$ cat config.mk
export PLATFORM = sky130hd
export DESIGN_NAME = mips_mc_control
export DESIGN_NICKNAME = d
export VERILOG_FILES = /design/src/rtl/mips_mc_control.sv
export SDC_FILE = /design/constraint.sdc
export NUM_CORES = 1
export LEC_CHECK = 0
export BUFFER_PORTS_ARGS = -buffer_cell sky130_fd_sc_hd__buf_2
export CAP_MARGIN = 20
export CORE_ASPECT_RATIO = 1.5
export CORE_MARGIN = 10
export CORE_UTILIZATION = 30
export DETAILED_ROUTE_END_ITERATION = 10
export HOLD_SLACK_MARGIN = 0.06
export PLACE_DENSITY = 0.5
export REMOVE_ABC_BUFFERS = 1
export SLEW_MARGIN = 0
export SYNTH_ARGS = -nofsm -noshare
export SYNTH_HDL_FRONTEND = slang
export SYNTH_SLANG_ARGS = --single-unit
export TNS_END_PERCENT = 50
$ cat constraint.sdc
create_clock -name clk -period 4.8 [get_ports clk]
set_input_delay 0.48 -clock clk [delete_from_list [all_inputs] [get_ports clk]]
set_output_delay 0.48 -clock clk [all_outputs]
set_load 0.05 [all_outputs]
$ cat src/rtl/mips_mc_control.sv
// Multicycle MIPS control FSM: sequences fetch/decode/execute/mem/writeback,
// drives datapath selects and enables, and counts retired instructions.
module mips_mc_control #(
  parameter int CNT_W = 32
) (
  input  logic             clk,
  input  logic             rst_n,
  input  logic [5:0]       opcode,
  input  logic [5:0]       funct,
  input  logic             zero,
  output logic [2:0]       alu_control,
  output logic             alusrca,
  output logic [1:0]       alusrcb,
  output logic             iord,
  output logic             memread,
  output logic             memwrite,
  output logic             irwrite,
  output logic             regdst,
  output logic             memtoreg,
  output logic             regwrite,
  output logic [1:0]       pcsource,
  output logic             pc_en,
  output logic             illegal,
  output logic [3:0]       state,
  output logic [CNT_W-1:0] instr_count
);

  typedef enum logic [3:0] {
    FETCH  = 4'd0,
    DECODE = 4'd1,
    MEMADR = 4'd2,
    MEMRD  = 4'd3,
    MEMWB  = 4'd4,
    MEMWR  = 4'd5,
    REX    = 4'd6,
    RWB    = 4'd7,
    BEQ    = 4'd8,
    IEX    = 4'd9,
    IWB    = 4'd10,
    JMP    = 4'd11
  } state_t;

  localparam logic [2:0] ALU_AND = 3'd0;
  localparam logic [2:0] ALU_OR  = 3'd1;
  localparam logic [2:0] ALU_ADD = 3'd2;
  localparam logic [2:0] ALU_NOP = 3'd4;
  localparam logic [2:0] ALU_SUB = 3'd6;
  localparam logic [2:0] ALU_SLT = 3'd7;

  localparam logic [CNT_W-1:0] ONE = 1;

  state_t cur, nxt;
  logic [2:0] fn_alu;
  logic fn_ok;
  logic retire;

  logic pc_en_s, irwrite_s, memread_s;
  logic memwrite_s, regwrite_s, illegal_s;

  always_comb begin
    fn_alu = ALU_NOP;
    fn_ok  = 1'b1;
    unique case (1'b1)
      (funct == 6'h20): fn_alu = ALU_ADD;
      (funct == 6'h22): fn_alu = ALU_SUB;
      (funct == 6'h24): fn_alu = ALU_AND;
      (funct == 6'h25): fn_alu = ALU_OR;
      (funct == 6'h2A): fn_alu = ALU_SLT;
      default:          fn_ok  = 1'b0;
    endcase
  end

  always_ff @(posedge clk or negedge rst_n) begin
    if (!rst_n) begin
      cur <= FETCH;
    end else begin
      cur <= nxt;
    end
  end

  always_comb begin
    nxt         = FETCH;
    alu_control = ALU_NOP;
    alusrca     = 1'b0;
    alusrcb     = 2'b00;
    iord        = 1'b0;
    memread_s   = 1'b0;
    memwrite_s  = 1'b0;
    irwrite_s   = 1'b0;
    regdst      = 1'b0;
    memtoreg    = 1'b0;
    regwrite_s  = 1'b0;
    pcsource    = 2'b00;
    pc_en_s     = 1'b0;
    illegal_s   = 1'b0;
    unique case (cur)
      FETCH: begin
        memread_s   = 1'b1;
        irwrite_s   = 1'b1;
        alusrcb     = 2'b01;
        alu_control = ALU_ADD;
        pc_en_s     = 1'b1;
        nxt         = DECODE;
      end
      DECODE: begin
        alusrcb     = 2'b11;
        alu_control = ALU_ADD;
        case (opcode)
          6'h23, 6'h2B: nxt = MEMADR;
          6'h00:        nxt = REX;
          6'h04:        nxt = BEQ;
          6'h08, 6'h0A: nxt = IEX;
          6'h02:        nxt = JMP;
          default:      illegal_s = 1'b1;
        endcase
      end
      MEMADR: begin
        alusrca     = 1'b1;
        alusrcb     = 2'b10;
        alu_control = ALU_ADD;
        nxt         = (opcode == 6'h23) ? MEMRD : MEMWR;
      end
      MEMRD: begin
        iord      = 1'b1;
        memread_s = 1'b1;
        nxt       = MEMWB;
      end
      MEMWB: begin
        regwrite_s = 1'b1;
        memtoreg   = 1'b1;
      end
      MEMWR: begin
        iord       = 1'b1;
        memwrite_s = 1'b1;
      end
      REX: begin
        alusrca     = 1'b1;
        alu_control = fn_alu;
        illegal_s   = ~fn_ok;
        nxt         = RWB;
      end
      RWB: begin
        regdst     = 1'b1;
        regwrite_s = fn_ok;
      end
      BEQ: begin
        alusrca     = 1'b1;
        alu_control = ALU_SUB;
        pcsource    = 2'b01;
        pc_en_s     = zero;
      end
      IEX: begin
        alusrca     = 1'b1;
        alusrcb     = 2'b10;
        alu_control = (opcode == 6'h0A) ? ALU_SLT : ALU_ADD;
        nxt         = IWB;
      end
      IWB: begin
        regwrite_s = 1'b1;
      end
      JMP: begin
        pcsource = 2'b10;
        pc_en_s  = 1'b1;
      end
      default: nxt = FETCH;
    endcase
  end

  // Write strobes are held off for as long as reset is asserted.
  assign pc_en    = pc_en_s    & rst_n;
  assign irwrite  = irwrite_s  & rst_n;
  assign memread  = memread_s  & rst_n;
  assign memwrite = memwrite_s & rst_n;
  assign regwrite = regwrite_s & rst_n;
  assign illegal  = illegal_s  & rst_n;

  assign state = cur;

  assign retire = (cur == MEMWB) || (cur == MEMWR) ||
                  (cur == RWB)   || (cur == BEQ)   ||
                  (cur == IWB)   || (cur == JMP);

  always_ff @(posedge clk or negedge rst_n) begin
    if (!rst_n) begin
      instr_count <= '0;
    end else if (retire) begin
      instr_count <= instr_count + ONE;
    end
  end

endmodule

==> metrics.yaml, run 1 <==
yosys:
  synth_simple_gate_area_frac: 0.289
  synth.distinct_cells: 41
  ys_seq_area_frac: 0.453
  synth_edf_count: 0
  synth_compound_gate_area_share: 0.0818
  synthMuxAreaShare: 0.00566
  yosysWarnings: 0
  synth_fa_ha_area_frac: 0.00629
  synth_area_leaders: "dfrtp_1 (45%), xnor2_1 (7.0%), xor2_1 (7.0%)"
  synth_cells: 213
  avgSynthCellArea_um2: 9.34
  synth_ff_type: "dfrtp_1"
  ys_seq_elements: 36
  async_reset_ff_frac: 1.00
  yosys.area_share.xor_xnor: 0.141
  synth_top_area_cell: "dfrtp_1"
  synth_top_family_by_area: "simple AND/OR/NAND/NOR gates"
  synth_top_area_frac: 0.453
  syn_area_um2: 1990
pwr:
  swShare: 0.439
  internal_power_w: 0.000615
  p_sw_w: 0.000482
  p_per_area_nw_per_um2: 434
  total_power_w: 0.00110
  combPwrFrac: 0.390
  p_seq_frac: 0.349
  power_frac_clock: 0.261
  p_leak_nw: 1.25
  ir_worst_vdd_v: 0.000269
finish:
  mostFrequentLayoutCells: "buf_2 (67), dfrtp_1 (36), nand2_1 (20)"
  final_common_cell: "buf_2"
  synthToLayoutAreaGrowth_pct: 27.0
  antennaDiodeCount: 0
  drive_gt1_frac: 0.297
  layout.nets: 298
  stdcell_count: 359
clock_network:
  clk_latency_ps: 290
  tritoncts: "done"
  clockBufferDepth: 2
  cts_buffers: 5
  cts-resized-gates: 0
  clock_sinks: 36
  clkSlewWorstSetupHoldPaths_ps: 70
  postCtsHoldBufs: 0
  cts-root-buf: "clkbuf_8"
  cts_setup_buffers: 0
  htreeDepth: 2
critical_path:
  crit_start: "state[0]$_DFF_PN0_"
  path_buf_inv: 1
  slowest_stage: "dfrtp_1"
  crit_chain: "nor2b_1 > nand2_1 > a21oi_1 > a32oi_1 > nor2_1 > buf_2"
  cp-start-kind: "flip-flop"
  reg2reg_from: "state[2]$_DFF_PN0_"
  r2r_setup_slack_ps: 2550
  cpPeakStageDelay_ps: 610
  worst_setup_path_end_kind: "output port"
  crit_type: "reg2out"
  required_ps: 4320
  arrival_ps: 2060
  critPathTopFamily: "flip-flops"
  cp_max_fo: 14
timing:
  finalSetupTns_ps: 0
  fmax_mhz: 393
  post-route-period-util: 0.530
  hold_viol_final: 0
  drv_slew: 0
  tightest_slew_ps: 847
  setup_viol: 0
  slew_headroom: 0.435
  fin_crit_ps: 2540
  rsz0062_at_grt: "false"
  skew_ps: 5.88
run_status:
  status: "complete, no violations"
detailed_routing:
  wirelength_mm: 5.43
  drtPass1Iterations: 4
  antenna_left: 0
  vias: 1816
  drt_iter0_drc: 92
  drt-vias-per-instance: 5.06
  drc: 0
  wl_per_cell_um: 15.1
flow_run:
  cap_violations: 0
grt:
  overflow: 0
  grtUsageTotal: 0.105
  grt_pass1_wl_mm: 8.97
  grt_antenna_before_repair: 0
  grt_max_degree: 39
  grt_pass1_vias: 1867
die:
  start_util: 0.307
  dieWidth_um: 86.5
  fp.dieArea_um2: 10400
  die_y_um: 120
  row_count: 36
  ios: 68
  core-area_um2: 6490
hold_path:
  hold_path_class: "in2async"
place:
  dpl.hpwl_mm: 4.20
  portBuffers: 67
  gp_congestion: 0.862
  dpl.cell_count: 351
cell families (layout without fill, tap and decap cells):
| kind of cell | count (synthesis) | after routing |
|---|---|---|
| simple gates | 108 | 108 |
| fa+ha+maj | 1 | 1 |
| mux | 1 | 1 |
| xor+xnor | 32 | 32 |
| compound gates | 23 | 23 |
| flops | 36 | 36 |
| buf+inv | 12 | 82 |
worst reg2reg max path: stages, from the launching register on:
cell,delay [ps]
dfrtp_1,720
nand2b_2,220
o22ai_4,310
nand2b_1,330
nor4_1,430
xor2_1,170
metal layers:
layer  track usage  vias to the layer above  wire (um)
met5             0                        -          0
met4        0.0569                        0        166
met3        0.0399                       12        467
met2         0.168                       76       2570
met1         0.117                      832       2220
li1              -                      896          -
power by group through the flow:
| stage | Clock, W | Combinational, W | Sequential [W] |
|---|---|---|---|
| 2_1_floorplan | 0 | 0.000246 | 0.000455 |
| 3_3_place_gp | 0 | 0.000435 | 0.000388 |
| 3_5_place_dp | 0 | 0.000433 | 0.000389 |
| 4_1_cts | 0.000298 | 0.000434 | 0.000383 |
| 5_1_grt | 0.000310 | 0.000459 | 0.000389 |
| 6_report | 0.000287 | 0.000428 | 0.000383 |
stage by stage:
stage	hold slack, ps	utilization	worst slack (ps)	cell area, um2
floorplan	184	-	1240	1970
global route	373	0.389	2070	2530
CTS	326	0.389	2260	2530
detailed placement	452	0.370	2360	2400
global placement	452	0.370	2370	2400
finish	291	0.389	2260	2530
final timing paths:
| path | to | depth (start not counted) |
|---|---|---|
| max | illegal | 6 |
| max reg2reg | instr_count[27]$_DFFE_PN0P_ | 5 |
| min | instr_count[28]$_DFFE_PN0P_ | 1 |
| min reg2reg | instr_count[31]$_DFFE_PN0P_ | 1 |
| max in group asynchronous | instr_count[25]$_DFFE_PN0P_ | 1 |
| min in group clk | instr_count[31]$_DFFE_PN0P_ | 1 |
state kept, by name (all words and copies together), names as in the netlist:
signal and cells:
instr_count 32, state 4
Yosys cell counts (all sizes together), types with 4 or more instances:
cell type	instances
o21ai	4
nand4	11
nor4	6
xor2	16
a21oi	6
nand2	20
nor2	19
nand2b	6
xnor2	16
nand3	12
nor3	19
inv	7
dfrtp	36
layout make-up:
cell class | count | area (um2)
multi-input cells | 165 | 1040
fillers | 688 | 3960
inverters | 7 | 26.3
repair buffers | 67 | 335
well taps | 76 | 95.1
flip-flops and latches | 36 | 901
clock inverters | 1 | 30.0
clock buffers | 7 | 96.3
No activity file was read; power rests on OpenSTA's default activity.
==> inputs of run 2 (changes only) <==
Settings changed: ABC_AREA set to 1, PLACE_DENSITY 0.5 to 0.51.
Clock period 4.8 ns to 2.08 ns, I/O delays scaled along.
==> run 2 against run 1 <==
Final area up 22%. Largest power group unchanged. Synthesized cell count up 62%. Global-route usage up 1.5 points. Register-to-register slack lost 2000 ps. Critical path depth unchanged.
==> metrics.yaml, run 2 <==
run_status:
  status: "complete, no violations"
finish:
  design_area_um2: 3080
  final_common_cell: "nand2_1"
  drive_gt1_frac: 0.246
  synthToLayoutAreaGrowth_pct: 25.9
  antennaDiodeCount: 0
  mostFrequentLayoutCells: "nand2_1 (117), buf_2 (65), nor2_1 (54)"
  top_register: "instr_count"
  largest_reg_flops: 32
  layout.nets: 437
die:
  dieWidth_um: 93.7
  row_count: 40
  core-area_um2: 7960
  ios: 68
  die_y_um: 131
  fp.dieArea_um2: 12200
  start_util: 0.307
yosys:
  synth_edf_count: 0
  synthTopCellsByCount: "nand2_1 (118), nor2_1 (56), dfrtp_1 (36), inv_1 (36), nand3_1 (21)"
  synth_top_area_cell: "dfrtp_1"
  synth_ff_type: "dfrtp_1"
  avgSynthCellArea_um2: 7.06
  synth.distinct_cells: 32
  syn_area_um2: 2440
  yosysMostFrequentCell: "nand2_1"
  async_reset_ff_frac: 1.00
  ys_seq_elements: 36
  synth_area_leaders: "dfrtp_1 (37%), nand2_1 (18%), nor2_1 (8.6%)"
  synth_top_area_frac: 0.369
  synth_cells: 346
  yosysWarnings: 0
  ys_seq_area_frac: 0.369
pwr:
  power_frac_clock: 0.282
  internal_power_w: 0.00147
  swShare: 0.458
  total_power_w: 0.00271
  p_sw_w: 0.00124
  p_seq_frac: 0.308
  ir_worst_vdd_v: 0.000934
  p_per_area_nw_per_um2: 882
  combPwrFrac: 0.410
  p_leak_nw: 1.60
grt:
  grt_pass1_wl_mm: 11.7
  overflow: 0
  grtUsageMet1: 0.120
  grt_pass1_vias: 2488
  grtUsageTotal: 0.120
  grt_max_degree: 37
  gr-max-usage-layer: "met2"
  grtUsageMet2: 0.218
  grt_use_met3: 0.0405
  grt_antenna_before_repair: 0
critical_path:
  cp_max_fo: 6
  cpPeakStageDelay_ps: 450
  crit_type: "reg2out"
  slowest_stage: "dfrtp_2"
  critPathTopFamily: "simple AND/OR/NAND/NOR gates"
  cp-start-kind: "flip-flop"
  crit_chain: "nor2_1 > inv_1 > nor2_2 > nand2_1 > a21oi_1 > clkbuf_4"
  worst_setup_path_end_kind: "output port"
  path_buf_inv: 2
  required_ps: 1870
  arrival_ps: 1710
clock_network:
  cts_buffers: 5
  tritoncts: "done"
  clk_latency_ps: 280
  clockBufferDepth: 2
  htreeDepth: 2
  cts-root-buf: "clkbuf_16"
  clock_sinks: 36
  clkSlewWorstSetupHoldPaths_ps: 60
timing:
  setup_viol: 0
  post-route-period-util: 0.923
  skew_ps: 5.93
  rsz0062_at_grt: "false"
  fin_crit_ps: 1920
  hold_viol_final: 0
  drv_slew: 0
  slew_headroom: 0.688
  fmax_mhz: 521
  tightest_slew_ps: 468
detailed_routing:
  drtPass1Iterations: 4
  drc: 0
  drt_iter0_drc: 59
  wl_per_cell_um: 13.2
  drt-vias-per-instance: 4.59
  vias: 2421
  antenna_left: 0
  wirelength_mm: 6.98
flow_run:
  cap_violations: 0
place:
  portBuffers: 67
  dpl.hpwl_mm: 5.69
  dpl_cell_area_um2: 2910
  gp_congestion: 0.820
hold_path:
  hold_path_class: "in2reg"
-- run 2: cell count changes after synthesis, moves of 5 or more --
cell / before / now
xnor2_1: 16 / 9
nor4_1: 5 / 0
nand2_1: 20 / 118
nor3_1: 18 / 2
nor2_1: 19 / 56
nor2_4: 0 / 6
inv_1: 7 / 36
xor2_1: 16 / 8
nand3_1: 12 / 21
-- run 2: layout make-up --
cell class / instances / area [um2]
timing repair buffer: 69 / 358
sequential: 36 / 902
tap: 105 / 131
fill: 852 / 4880
clock buffer: 8 / 146
multi-input combinational: 269 / 1390
inverter: 40 / 150
-- run 2: power by group through the flow --
stage          Sequential, W  Clock, W  Combinational (W)
2_1_floorplan        0.00102         0           0.000651
4_1_cts             0.000834  0.000785            0.00111
6_report            0.000835  0.000765            0.00111
3_3_place_gp        0.000840         0            0.00112
5_1_grt             0.000848  0.000815            0.00121
3_5_place_dp        0.000846         0            0.00111
-- run 2: per-layer routing --
layer	vias to the layer above	share of wire
met5	-	0
met4	0	0.026
met3	13	0.070
met2	63	0.52
met1	1106	0.39
li1	1239	-
-- run 2: cell families after synthesis --
| logic type | Yosys count | synth area share |
|---|---|---|
| flip-flops | 36 | 0.369 |
| buffers and inverters | 41 | 0.0661 |
| adder cells (fa/ha/maj) | 1 | 0.00512 |
| XOR/XNOR | 17 | 0.0609 |
| AND/OR/NAND/NOR | 233 | 0.454 |
| AO/OA/AOI/OAI | 18 | 0.0456 |
-- run 2: tightest hold or removal path, delay by kind of cell --
| family | cells | cell delay [ps] |
|---|---|---|
| simple gates | 1 | 60 |
| compound gates | 1 | 80 |
| buf+inv | 1 | 120 |
-- run 2: what timing repair did --
item / in CTS / in global routing
resized for setup: 0 / 7
hold buffers: 1 / 0
hold endpoints to repair: 36 / 0
buffers inserted: 0 / 0
setup endpoints to repair: 0 / 6
-- run 2: final timing paths --
path	start	to	slack, ps	cells past startpoint
max	state[1]$_DFF_PN0_	pc_en	160	6
min	opcode[2]	state[3]$_DFF_PN0_	230	3
max reg2reg	instr_count[0]$_DFFE_PN0P_	instr_count[24]$_DFFE_PN0P_	510	8
min reg2reg	instr_count[28]$_DFFE_PN0P_	instr_count[28]$_DFFE_PN0P_	520	2
max in group asynchronous	rst_n	state[1]$_DFF_PN0_	1160	3
min in group asynchronous	rst_n	instr_count[7]$_DFFE_PN0P_	560	3
-- run 2: per-stage QoR --
stage | cells | worst slack (ps) | setup TNS (ps) | util | hold WS (ps)
global route | 527 | 10.5 | 0 | 0.387 | 269
detailed placement | 518 | 357 | 0 | 0.365 | 329
finish | 527 | 160 | 0 | 0.387 | 229
CTS | 527 | 45.7 | 0 | 0.385 | 226
global placement | 518 | 399 | 0 | 0.365 | 344
floorplan | 345 | -794 | -2900 | - | -87.6
==> inputs of run 3 (changes only) <==
Settings changed: CORE_ASPECT_RATIO 1.5 to 0.9.
==> run 3 against run 2 <==
Clock power shrank 29%. Critical endpoint unchanged. Total power shrank 8.8%. Largest cell class unchanged. Non-clock buffer count is the same. Register-to-register slack lost 60 ps.
==> metrics.yaml, run 3 (synthesized netlist as in run 2, its figures left out) <==
clock_network:
  cts-root-buf: "clkbuf_8"
  cts_setup_buffers: 0
  clockBufferDepth: 2
  clkSlewWorstSetupHoldPaths_ps: 70
  htreeDepth: 2
  clock_sinks: 36
  cts_buffers: 5
  tritoncts: "done"
  clk_latency_ps: 280
detailed_routing:
  wl_per_cell_um: 12.7
  antenna_left: 0
  drtPass1Iterations: 4
  drt_iter0_drc: 140
  drc: 0
  vias: 2331
  drt-vias-per-instance: 4.48
  wirelength_mm: 6.58
pwr:
  p_leak_nw: 1.58
  ir_worst_vdd_v: 0.000402
  p_per_area_nw_per_um2: 820
  total_power_w: 0.00247
critical_path:
  cpPeakStageDelay_ps: 430
  worst_setup_path_end_kind: "output port"
  required_ps: 1870
  path_buf_inv: 2
  crit_path_end: "pc_en"
  arrival_ps: 1760
  cp_max_fo: 6
  crit_start: "state[1]$_DFF_PN0_"
  cp-start-kind: "flip-flop"
  crit_chain: "nor2_1 > inv_1 > nor2_2 > nand2_1 > a21oi_1 > buf_2"
  crit_type: "reg2out"
  slowest_stage: "dfrtp_1"
  r2r_cells: 8
  cp.depth: 6
  critPathTopFamily: "simple AND/OR/NAND/NOR gates"
  reg2reg_from: "instr_count[0]$_DFFE_PN0P_"
  r2r_setup_slack_ps: 450
  r2r_end: "instr_count[28]$_DFFE_PN0P_"
finish:
  synthToLayoutAreaGrowth_pct: 23.5
  top_register: "instr_count"
  multiInputGateArea_um2: 1390
  drive_gt1_frac: 0.249
  seqCellArea_um2: 901
  antennaDiodeCount: 0
  mostFrequentLayoutCells: "nand2_1 (117), buf_2 (65), nor2_1 (54)"
  layout.nets: 437
  largest_reg_flops: 32
  design_area_um2: 3020
  n_fill_cell: 861
  final_common_cell: "nand2_1"
grt:
  grt_antenna_before_repair: 0
  grtUsageMet2: 0.164
  grt_pass1_wl_mm: 10.6
  grt_pass1_vias: 2191
  grtUsageTotal: 0.105
  grtUsageMet1: 0.138
  grt_max_degree: 37
  gr-max-usage-layer: "met2"
  overflow: 0
  grt_use_met3: 0.0323
timing:
  skew_ps: 8.10
  post-route-period-util: 0.944
  fin_crit_ps: 1960
  fmax_mhz: 509
  tightest_slew_ps: 463
  rsz0062_at_grt: "false"
  finalSetupTns_ps: 0
  fin_hold_ws_ps: 255
  hold_viol_final: 0
  slew_headroom: 0.691
  drv_slew: 0
  setup_viol: 0
place:
  dpl.hpwl_mm: 5.34
  portBuffers: 67
  gp_congestion: 0.818
  dpl_cell_area_um2: 2900
die:
  row_count: 31
  start_util: 0.306
  die_y_um: 106
  ios: 68
  dieWidth_um: 115
  core-area_um2: 7990
  fp.dieArea_um2: 12200
run_status:
  status: "complete, no violations"
hold_path:
  hold_path_class: "in2reg"
flow_run:
  cap_violations: 0
[run 3: changes by cell type in the layout (fill, tap and decap cells not counted)]
| cell | change |
|---|---|
| dfrtp_2 | -1 |
| inv_2 | +1 |
| inv_1 | -1 |
| clkbuf_16 | -5 |
| dfrtp_1 | +1 |
| clkbuf_1 | -2 |
| clkbuf_8 | +6 |
[run 3: what timing repair did]
action | CTS | global route
hold endpoints to repair | 36 | 0
hold buffers | 1 | 0
gates resized for setup | 0 | 7
endpoints found under the setup margin | 0 | 5
[run 3: worst reg2reg max path, delay by kind of cell, from the launching register on]
| kind | cells | cell delay, ps |
|---|---|---|
| DFF | 1 | 440 |
| adders and majority gates | 1 | 210 |
| and+or+nand+nor | 7 | 870 |
[run 3: worst min path at each step]
stage                     startpoint                         end  depth (start not counted)
after floorplan                rst_n  instr_count[0]$_DFFE_PN0P_                          0
after global placement         rst_n  instr_count[3]$_DFFE_PN0P_                          2
after detailed placement       rst_n  instr_count[3]$_DFFE_PN0P_                          2
after CTS                  opcode[2]          state[3]$_DFF_PN0_                          3
after global routing       opcode[2]          state[3]$_DFF_PN0_                          3
final                      opcode[2]          state[3]$_DFF_PN0_                          3
[run 3: where the power goes]
group          total, W  switching, W  internal [W]
combinational   0.00110      0.000866      0.000235
clock          0.000541      0.000246      0.000295
sequential     0.000832     0.0000782      0.000753
[run 3: metal layers]
metal / vias up / routed length (um) / share of wire
met5: - / 0 / 0
met4: 0 / 55 / 0.0084
met3: 4 / 385 / 0.059
met2: 43 / 3010 / 0.46
met1: 1044 / 3130 / 0.48
li1: 1240 / - / -
[run 3: final cells by class]
class,count,area share
well taps,99,0.0410
clock buffers,7,0.0319
flip-flops and latches,36,0.299
repair buffers,69,0.119
multi-input cells,269,0.460
inverters,40,0.0498
[run 3: metrics by stage]
stage,utilization,setup slack [ps],std cells
after global placement,0.363,410,512
after floorplan,-,-794,345
after detailed placement,0.363,371,512
after global routing,0.378,18.6,520
after CTS,0.376,66.6,520
final,0.378,116,520
